===== config.mk =====
export PLATFORM = sky130hd
export DESIGN_NAME = msgpu_command_processor_flat
export DESIGN_NICKNAME = d
export VERILOG_FILES = /design/src/rtl/msgpu_command_processor_pkg.sv /design/src/rtl/msgpu_command_processor_if.sv /design/src/rtl/msgpu_request_fifo.sv /design/src/rtl/msgpu_command_processor.sv /design/src/flat_wrapper.sv
export SDC_FILE = /design/constraint.sdc
export NUM_CORES = 1
export LEC_CHECK = 0
export ABC_AREA = 0
export BUFFER_PORTS_ARGS = -buffer_cell sky130_fd_sc_hd__buf_2
export CAP_MARGIN = 20
export CORE_MARGIN = 1.5
export CORE_UTILIZATION = 60
export CTS_BUF_LIST = sky130_fd_sc_hd__clkbuf_2
export DETAILED_ROUTE_END_ITERATION = 12
export HOLD_SLACK_MARGIN = 0.15
export MAX_ROUTING_LAYER = met4
export PLACE_DENSITY = 0.78
export SLEW_MARGIN = 25
export SYNTH_ARGS = -nofsm -noshare
export SYNTH_HDL_FRONTEND = slang
export SYNTH_SLANG_ARGS = --single-unit

===== constraint.sdc =====
create_clock -name clock -period 9.77 [get_ports clock]
set_input_delay 1.954 -clock clock [delete_from_list [all_inputs] [get_ports clock]]
set_output_delay 1.954 -clock clock [all_outputs]
set_load 0.05 [all_outputs]

===== src/rtl/msgpu_command_processor_pkg.sv =====
// Shared command codes, FSM state encoding and sizing helpers for the msgpu command processor.
package msgpu_command_processor_pkg;

   localparam logic [7:0] CMD_SET_ADDRESS  = 8'h01;
   localparam logic [7:0] CMD_WRITE_PIXELS = 8'h02;
   localparam logic [7:0] CMD_FILL         = 8'h03;
   localparam logic [7:0] CMD_CLEAR_STATUS = 8'h04;

   typedef enum logic [2:0] {
      ST_IDLE,
      ST_ADDR,
      ST_STREAM,
      ST_FILL_COUNT,
      ST_FILL_PIXEL,
      ST_FILL_RUN
   } state_t;

   // Number of LSB-first bytes needed to carry a field of the given bit width.
   function automatic int unsigned byte_count(input int unsigned width);
      return (width + 32'd7) / 32'd8;
   endfunction

   function automatic int unsigned max3(input int unsigned a, input int unsigned b, input int unsigned c);
      int unsigned m;
      m = (a > b) ? a : b;
      return (m > c) ? m : c;
   endfunction

endpackage


===== src/rtl/msgpu_command_processor_if.sv =====
// MCU strobe bus plus framebuffer write-request handshake of the command processor.
interface msgpu_command_processor_if #(
   parameter int unsigned ADDR_WIDTH  = 24,
   parameter int unsigned PIXEL_WIDTH = 12
) ();
   logic                   cmd_valid;
   logic [7:0]             cmd_byte;
   logic                   data_valid;
   logic [7:0]             data_byte;
   logic                   wr_valid;
   logic                   wr_ready;
   logic [ADDR_WIDTH-1:0]  wr_address;
   logic [PIXEL_WIDTH-1:0] wr_data;

   modport master (
      input  cmd_valid, cmd_byte, data_valid, data_byte, wr_ready,
      output wr_valid, wr_address, wr_data
   );

   modport slave (
      output cmd_valid, cmd_byte, data_valid, data_byte, wr_ready,
      input  wr_valid, wr_address, wr_data
   );
endinterface


===== src/rtl/msgpu_request_fifo.sv =====
// Synchronous first-word-fall-through FIFO for framebuffer write requests.
module msgpu_request_fifo #(
   parameter  int unsigned WIDTH       = 36,
   parameter  int unsigned DEPTH       = 8,
   localparam int unsigned PTR_WIDTH   = $clog2(DEPTH),
   localparam int unsigned LEVEL_WIDTH = $clog2(DEPTH + 1)
) (
   input  logic                   clock,
   input  logic                   reset_n,
   input  logic                   push,
   input  logic [WIDTH-1:0]       din,
   input  logic                   pop,
   output logic [WIDTH-1:0]       dout,
   output logic                   full,
   output logic                   empty,
   output logic [LEVEL_WIDTH-1:0] level
);
   logic [WIDTH-1:0]       mem [DEPTH];
   logic [PTR_WIDTH-1:0]   wr_ptr;
   logic [PTR_WIDTH-1:0]   rd_ptr;
   logic                   push_ok;
   logic                   pop_ok;
   logic [LEVEL_WIDTH-1:0] level_d;

   // A push into a full FIFO is only taken when the head leaves in the same cycle.
   always_comb begin
      pop_ok  = pop && !empty;
      push_ok = push && (!full || pop_ok);
      level_d = level;
      if (push_ok && !pop_ok)
         level_d = level + LEVEL_WIDTH'(1);
      else if (pop_ok && !push_ok)
         level_d = level - LEVEL_WIDTH'(1);
   end

   always_ff @(posedge clock) begin
      if (!reset_n) begin
         wr_ptr <= '0;
         rd_ptr <= '0;
         level  <= '0;
         full   <= 1'b0;
         empty  <= 1'b1;
      end else begin
         if (push_ok) wr_ptr <= wr_ptr + PTR_WIDTH'(1);
         if (pop_ok)  rd_ptr <= rd_ptr + PTR_WIDTH'(1);
         level <= level_d;
         full  <= (level_d == LEVEL_WIDTH'(DEPTH));
         empty <= (level_d == '0);
      end
   end

   always_ff @(posedge clock) begin
      if (push_ok) mem[wr_ptr] <= din;
   end

   assign dout = mem[rd_ptr];

endmodule


===== src/rtl/msgpu_command_processor.sv =====
// MCU command decoder: turns command/data byte strobes into buffered framebuffer pixel writes.
module msgpu_command_processor
   import msgpu_command_processor_pkg::*;
#(
   parameter  int unsigned ADDR_WIDTH  = 24,
   parameter  int unsigned PIXEL_WIDTH = 12,
   parameter  int unsigned COUNT_WIDTH = 16,
   parameter  int unsigned FIFO_DEPTH  = 8,
   localparam int unsigned LEVEL_WIDTH = $clog2(FIFO_DEPTH + 1)
) (
   input  logic                   clock,
   input  logic                   reset_n,
   msgpu_command_processor_if.master bus,
   output logic                   busy,
   output logic                   overflow,
   output logic [LEVEL_WIDTH-1:0] fifo_level,
   output logic [ADDR_WIDTH-1:0]  cur_address
);
   localparam int unsigned ADDR_BYTES     = byte_count(ADDR_WIDTH);
   localparam int unsigned PIXEL_BYTES    = byte_count(PIXEL_WIDTH);
   localparam int unsigned COUNT_BYTES    = byte_count(COUNT_WIDTH);
   localparam int unsigned MAX_BYTES      = max3(ADDR_BYTES, PIXEL_BYTES, COUNT_BYTES);
   localparam int unsigned BYTE_CNT_WIDTH = $clog2(MAX_BYTES + 1);
   localparam int unsigned ASM_WIDTH      = MAX_BYTES * 8;
   localparam int unsigned ENTRY_WIDTH    = ADDR_WIDTH + PIXEL_WIDTH;

   state_t                    state_q, state_d;
   logic [BYTE_CNT_WIDTH-1:0] byte_cnt_q, byte_cnt_d;
   logic [ASM_WIDTH-1:0]      asm_q, asm_d, asm_byte_c;
   logic [ADDR_WIDTH-1:0]     cur_address_d;
   logic [COUNT_WIDTH-1:0]    fill_count_q, fill_count_d;
   logic [PIXEL_WIDTH-1:0]    fill_pixel_q, fill_pixel_d;
   logic                      push_valid_q, push_valid_d;
   logic [ADDR_WIDTH-1:0]     push_addr_q, push_addr_d;
   logic [PIXEL_WIDTH-1:0]    push_pixel_q, push_pixel_d;
   logic                      overflow_d, busy_d;
   logic                      fifo_push_c, fifo_pop_c, fifo_full, fifo_empty;
   logic                      fill_push_c, last_byte_c;
   int unsigned               need_bytes_c;
   logic [ENTRY_WIDTH-1:0]    fifo_din_c, fifo_dout;

   // Assembly register with the incoming byte dropped into its LSB-first slot.
   always_comb begin
      asm_byte_c = asm_q;
      for (int unsigned i = 0; i < MAX_BYTES; i++) begin
         if (byte_cnt_q == BYTE_CNT_WIDTH'(i)) asm_byte_c[i*8 +: 8] = bus.data_byte;
      end
   end

   always_comb begin
      state_d       = state_q;
      byte_cnt_d    = byte_cnt_q;
      asm_d         = asm_q;
      cur_address_d = cur_address;
      fill_count_d  = fill_count_q;
      fill_pixel_d  = fill_pixel_q;
      push_valid_d  = 1'b0;
      push_addr_d   = push_addr_q;
      push_pixel_d  = push_pixel_q;
      overflow_d    = overflow;
      fifo_pop_c    = bus.wr_valid && bus.wr_ready;
      fill_push_c   = (state_q == ST_FILL_RUN) && !bus.cmd_valid && (!fifo_full || fifo_pop_c);

      case (state_q)
         ST_ADDR:       need_bytes_c = ADDR_BYTES;
         ST_FILL_COUNT: need_bytes_c = COUNT_BYTES;
         default:       need_bytes_c = PIXEL_BYTES;
      endcase
      last_byte_c = (byte_cnt_q == BYTE_CNT_WIDTH'(need_bytes_c - 1));

      if (bus.cmd_valid) begin
         // Any command abandons partially collected bytes and any remaining fill.
         byte_cnt_d = '0;
         asm_d      = '0;
         case (bus.cmd_byte)
            CMD_SET_ADDRESS:  state_d = ST_ADDR;
            CMD_WRITE_PIXELS: state_d = ST_STREAM;
            CMD_FILL:         state_d = ST_FILL_COUNT;
            CMD_CLEAR_STATUS: begin
               state_d    = ST_IDLE;
               overflow_d = 1'b0;
            end
            default:          state_d = ST_IDLE;
         endcase
      end else begin
         case (state_q)
            ST_ADDR, ST_STREAM, ST_FILL_COUNT, ST_FILL_PIXEL: begin
               if (bus.data_valid) begin
                  if (last_byte_c) begin
                     byte_cnt_d = '0;
                     asm_d      = '0;
                     case (state_q)
                        ST_ADDR: begin
                           cur_address_d = ADDR_WIDTH'(asm_byte_c);
                           state_d       = ST_IDLE;
                        end
                        ST_STREAM: begin
                           push_valid_d  = 1'b1;
                           push_addr_d   = cur_address;
                           push_pixel_d  = PIXEL_WIDTH'(asm_byte_c);
                           cur_address_d = cur_address + ADDR_WIDTH'(1);
                        end
                        ST_FILL_COUNT: begin
                           fill_count_d = COUNT_WIDTH'(asm_byte_c);
                           state_d      = ST_FILL_PIXEL;
                        end
                        default: begin
                           fill_pixel_d = PIXEL_WIDTH'(asm_byte_c);
                           state_d      = (fill_count_q == '0) ? ST_IDLE : ST_FILL_RUN;
                        end
                     endcase
                  end else begin
                     asm_d      = asm_byte_c;
                     byte_cnt_d = byte_cnt_q + BYTE_CNT_WIDTH'(1);
                  end
               end
            end
            ST_FILL_RUN: begin
               if (fill_push_c) begin
                  cur_address_d = cur_address + ADDR_WIDTH'(1);
                  fill_count_d  = fill_count_q - COUNT_WIDTH'(1);
                  if (fill_count_q == COUNT_WIDTH'(1)) state_d = ST_IDLE;
               end
            end
            default: ;
         endcase
      end

      // A streamed pixel that finds the FIFO full with no departing head is lost.
      if (push_valid_q && fifo_full && !fifo_pop_c) overflow_d = 1'b1;

      fifo_push_c = push_valid_q || fill_push_c;
      fifo_din_c  = push_valid_q ? {push_addr_q, push_pixel_q} : {cur_address, fill_pixel_q};
      busy_d      = !(state_d inside {ST_IDLE, ST_STREAM});
   end

   always_ff @(posedge clock) begin
      if (!reset_n) begin
         state_q      <= ST_IDLE;
         byte_cnt_q   <= '0;
         asm_q        <= '0;
         cur_address  <= '0;
         fill_count_q <= '0;
         fill_pixel_q <= '0;
         push_valid_q <= 1'b0;
         push_addr_q  <= '0;
         push_pixel_q <= '0;
         overflow     <= 1'b0;
         busy         <= 1'b0;
      end else begin
         state_q      <= state_d;
         byte_cnt_q   <= byte_cnt_d;
         asm_q        <= asm_d;
         cur_address  <= cur_address_d;
         fill_count_q <= fill_count_d;
         fill_pixel_q <= fill_pixel_d;
         push_valid_q <= push_valid_d;
         push_addr_q  <= push_addr_d;
         push_pixel_q <= push_pixel_d;
         overflow     <= overflow_d;
         busy         <= busy_d;
      end
   end

   msgpu_request_fifo #(
      .WIDTH (ENTRY_WIDTH),
      .DEPTH (FIFO_DEPTH)
   ) u_fifo (
      .clock   (clock),
      .reset_n (reset_n),
      .push    (fifo_push_c),
      .din     (fifo_din_c),
      .pop     (fifo_pop_c),
      .dout    (fifo_dout),
      .full    (fifo_full),
      .empty   (fifo_empty),
      .level   (fifo_level)
   );

   assign bus.wr_valid   = !fifo_empty;
   assign bus.wr_address = fifo_dout[ENTRY_WIDTH-1:PIXEL_WIDTH];
   assign bus.wr_data    = fifo_dout[PIXEL_WIDTH-1:0];

endmodule


===== src/flat_wrapper.sv =====
// flat-port wrapper written by rule: the top's interface ports become plain ports
module msgpu_command_processor_flat import msgpu_command_processor_pkg::*;
#(
   parameter  int unsigned ADDR_WIDTH  = 24,
   parameter  int unsigned PIXEL_WIDTH = 12,
   parameter  int unsigned COUNT_WIDTH = 16,
   parameter  int unsigned FIFO_DEPTH  = 8,
   localparam int unsigned LEVEL_WIDTH = $clog2(FIFO_DEPTH + 1)
)
  (clock, reset_n, busy, overflow, fifo_level, cur_address, bus_cmd_valid, bus_cmd_byte, bus_data_valid, bus_data_byte, bus_wr_ready, bus_wr_valid, bus_wr_address, bus_wr_data);
  msgpu_command_processor_if #(.ADDR_WIDTH(ADDR_WIDTH), .PIXEL_WIDTH(PIXEL_WIDTH)) bus_i ();
  input  logic clock;
  input  logic reset_n;
  output logic busy;
  output logic overflow;
  output logic [LEVEL_WIDTH-1:0] fifo_level;
  output logic [ADDR_WIDTH-1:0] cur_address;
  input wire logic [$bits(bus_i.cmd_valid)-1:0] bus_cmd_valid;
  input wire logic [$bits(bus_i.cmd_byte)-1:0] bus_cmd_byte;
  input wire logic [$bits(bus_i.data_valid)-1:0] bus_data_valid;
  input wire logic [$bits(bus_i.data_byte)-1:0] bus_data_byte;
  input wire logic [$bits(bus_i.wr_ready)-1:0] bus_wr_ready;
  output wire logic [$bits(bus_i.wr_valid)-1:0] bus_wr_valid;
  output wire logic [$bits(bus_i.wr_address)-1:0] bus_wr_address;
  output wire logic [$bits(bus_i.wr_data)-1:0] bus_wr_data;
  assign bus_i.cmd_valid = bus_cmd_valid;
  assign bus_i.cmd_byte = bus_cmd_byte;
  assign bus_i.data_valid = bus_data_valid;
  assign bus_i.data_byte = bus_data_byte;
  assign bus_i.wr_ready = bus_wr_ready;
  assign bus_wr_valid = bus_i.wr_valid;
  assign bus_wr_address = bus_i.wr_address;
  assign bus_wr_data = bus_i.wr_data;
  msgpu_command_processor #(.ADDR_WIDTH(ADDR_WIDTH), .PIXEL_WIDTH(PIXEL_WIDTH), .COUNT_WIDTH(COUNT_WIDTH), .FIFO_DEPTH(FIFO_DEPTH)) u_core (.clock(clock), .reset_n(reset_n), .bus(bus_i), .busy(busy), .overflow(overflow), .fifo_level(fifo_level), .cur_address(cur_address));
endmodule

==> results <==
- The run finished with clean final reports.
- The final setup slack of the worst path is 4.21 ns.
- The post-synthesis to final-layout area growth is 9.44%.
- The number of global-route vias before repair is 11,300.
- The wire length after detailed routing is 39,400 um.
- Synthesis produced a netlist with a net count of 1,315.
- The routed layout has 11,500 vias.
- Summing the sequential cell areas from Yosys gives 63.3% of the chip area.
- The final RePlAce weighted congestion is 0.880.
- The number of nets at the end of the flow is 1,436.
- The kind of end point of the critical path is an output port.
- Yosys mapped a number of flops with a built-in enable equal to 288.
- The I/O pin count is 88.
- The count of buffers added on input and output ports is 87.
- The worst-case clock skew is 0.0897 ns.
- For this run, asynchronously set or reset flops after synthesis account for 0%.
- The first detailed-routing pass ran for 5 iterations.
- The final worst-path cycle share is 56.9%.
- Setup violations remaining at the end of the flow were counted as 0.
- The number of endpoints with negative hold slack in the final report is 0.
- The number of gates resized after CTS is 0.
- The element type at the critical path start is a flop.
- Counting the fill cells in the layout gives 2,141.
- The first global-routing pass estimated 61,100 um of wire.
- The path type of the worst min-delay path is reg -> reg.
- Clock tree synthesis found a total of 423 sinks.
- The final cell count without fillers is 1,879.
- The total CTS buffers is 99.
- The clock passes through at most 3 buffers.
- The half-perimeter wire length after detailed placement is 23,100 um.
- In this run, flip-flops and latches consume 58.0% of the power.
- Setup repair after global routing left no endpoint under its margin.
- For this design, the CTS-stage hold fixing added 0 buffers.
- The arrival time of data at the critical path endpoint is 3.60 ns.
- The share of cells above drive strength 1 is 30.9%.
- The share of total power consumed by net switching is 26.8%.
- For this run, the total global-route usage over all layers was measured as 26.7%.
- The detailed-route vias per instance is 6.14.
- The mapped cell area is 17,900 um2.
- The total negative slack for setup checks is 0 ns.
- The H-tree was split into 3 levels.
- The total power is 3.33 mW.
- The area of the die is 30,900 um2.
- The width of the chip is 176 um.
- The setup path with the least slack is of type reg -> out.
- The internal power is 2.44 mW.
- The share of total power dissipated in the clock network is 33.2%.
- The count of warnings emitted by yosys is 0.
- Clock-pin slew was measured on the worst setup and hold paths at 0.11 ns.
- The total global routing overflow is 0.
- The buffers inserted during post-CTS setup optimization is 0.
- In the layout the commonest cells are 288 x sky130_fd_sc_hd__edfxtp_1, 148 x sky130_fd_sc_hd__clkbuf_2, 131 x sky130_fd_sc_hd__dfxtp_1.
- The effective utilization at floorplan is 60.7%.
- In the routed design, unresolved DRC markers number 0.
- The leakage power is 6.77 nW.
- The number of slew-limit violations in the final report is 0.
- STA puts the critical path data required time at 7.82 ns.
- VDD sags by at most 123 uV.
- The top fanout value on the critical path is 40.
- The post-synthesis cell count is 1,283.
- The worst max-slew margin expressed relative to the limit is 34.9%.
- At the pin with the least slew margin, the transition time is 0.949 ns.
- The clock tree from TritonCTS is done.
- The primary flip-flop cell chosen by synthesis mapping is sky130_fd_sc_hd__edfxtp_1.
- On the final layout, the worst hold slack is 0.449 ns.
- The analysis attributes to net switching a power of 893 uW.
- The number of placed instances with taps included is 1,693.
- The number of synthesized register bits is 423.
- The reported max-cap violation count is 0.
- Of the total power, combinational logic draws 8.8%.
- In this run, the number of DRC markers left after iteration 0 of detailed routing was 1,056.
- The latest clock arrival within the worst-skew pair is 0.98 ns.
- Yosys attributes the largest share of cell area to sky130_fd_sc_hd__edfxtp_1 48%, sky130_fd_sc_hd__dfxtp_1 15%, sky130_fd_sc_hd__mux4_2 9.0%.
- The root buffer cell is sky130_fd_sc_hd__clkbuf_2.
- At the placement stage, the worst setup path has a slack of 5.06 ns.
- For this run, the top clock speed supported by timing is 0.180 GHz.
- From bottom edge to top edge, the die measures 176 um.
- The number of nets with antenna violations after detailed routing is 0.
- Entering global routing, the biggest net connects 81 pins.
- The total power per unit cell area is 170 nW/um2.
- In the final routed layout, each cell accounts on average for 21.0 um.
- The routed design could run at a clock period as short as 5.56 ns.
- The top cell type by area accounts for 48.2% of the synthesized area.
- The number of library cell types mapped by synthesis is 78.
- Of all cell types, the one taking the most synthesized area is sky130_fd_sc_hd__edfxtp_1.
- The number of standard-cell rows in the floorplan is 63.
- The number of antenna violations at the first check in global routing is 1.
- A synthesized cell averages 14.0 um2.
- After floorplanning, the core was sized to cover 29,600 um2.
- The commonest non-fill, non-tap cell in the layout is sky130_fd_sc_hd__edfxtp_1.
-- final cells by class --
class                      count  area [um2]  area share (%)
sequential                   423       11400            57.9
multi-input combinational    754        6180            31.5
clock buffer                 148         741            3.78
timing repair buffer         109         604            3.08
tap                          390         488            2.49
clock inverter                37         178           0.906
inverter                      17        63.8           0.325
antenna                        1        2.50          0.0128
-- layer usage --
layer / share of wire [%] / global-route usage [%] / routed length (um)
met3: 7.3 / 4.72 / 2890
met5: 0 / - / 0
met4: 3.0 / 12.0 / 1170
met2: 48 / 41.1 / 19100
met1: 41 / 35.0 / 16300
-- through the flow --
stage,utilization [%],cell area [um2]
floorplan,-,17900
global placement,63.2,18700
detailed placement,63.2,18700
CTS,66.3,19600
global route,66.4,19600
finish,66.4,19600
-- critical path, cell delays in order (launching register included) --
cell	delay, ns
sky130_fd_sc_hd__dfxtp_4	0.82
sky130_fd_sc_hd__buf_4	0.75
sky130_fd_sc_hd__mux4_2	0.59
sky130_fd_sc_hd__mux2_2	0.30
sky130_fd_sc_hd__buf_2	0.22
-- Yosys cell counts, drive strengths merged, types with 5 or more instances --
| cell type | instances |
|---|---|
| xnor2 | 6 |
| and3 | 7 |
| clkbuf | 48 |
| nand2 | 93 |
| or3 | 6 |
| nand2b | 9 |
| a21o | 5 |
| dfxtp | 135 |
| nand3 | 14 |
| and2 | 5 |
| o22ai | 10 |
| inv | 17 |
| a211oi | 28 |
| nor2b | 11 |
| ha | 11 |
| edfxtp | 288 |
| a31oi | 9 |
| o221a | 9 |
| nor3b | 5 |
| a22oi | 13 |
| a32oi | 9 |
| nor4 | 11 |
| mux4 | 72 |
| o21ai | 44 |
| a21oi | 85 |
| nand4 | 9 |
| mux2 | 80 |
| mux2i | 17 |
| o211ai | 6 |
| buf | 41 |
| nor3 | 29 |
| nor2 | 98 |
-- final timing paths --
check | from | end | slack (ns) | depth (start not counted)
min | u_core.u_fifo.rd_ptr[1]$_SDFFE_PN0P_ | flop | 0.45 | 2
max | flop | bus_wr_address[11] | 4.21 | 4
min reg2reg | u_core.u_fifo.rd_ptr[1]$_SDFFE_PN0P_ | flop | 0.45 | 2
max reg2reg | u_core.state_q[0]$_SDFF_PN0_ | u_core.u_fifo.mem[2][6]$_DFFE_PP_ | 6.59 | 5
-- logic make-up after synthesis --
family	after synthesis	share of synthesized area, %
flip-flops	423	63.3
AND/OR/NAND/NOR	314	8.70
AO/OA/AOI/OAI	251	9.14
multiplexers	169	15.0
buffers and inverters	106	2.62
adder cells (fa/ha/maj)	11	0.768
XOR/XNOR	9	0.440
-- registers in the layout, summed over array words and instances, names as in the netlist, 4 cells and up, named ones only --
register / cells
u_core.u_fifo.mem: 288
u_core.asm_q: 24
u_core.cur_address: 24
u_core.push_addr_q: 24
u_core.fill_count_q: 16
u_core.fill_pixel_q: 12
u_core.push_pixel_q: 12
u_core.u_fifo.level: 4
-- power by group through the flow --
| stage | sequential [mW] | combinational [mW] | clock, mW |
|---|---|---|---|
| 6_report | 1.93 | 0.293 | 1.11 |
| 5_1_grt | 1.94 | 0.313 | 1.21 |
| 4_1_cts | 1.93 | 0.296 | 1.14 |
| 3_5_place_dp | 1.97 | 0.296 | 0 |
| 3_3_place_gp | 1.97 | 0.290 | 0 |
| 2_1_floorplan | 1.96 | 0.244 | 0 |
(Power assumes the default switching activity.)
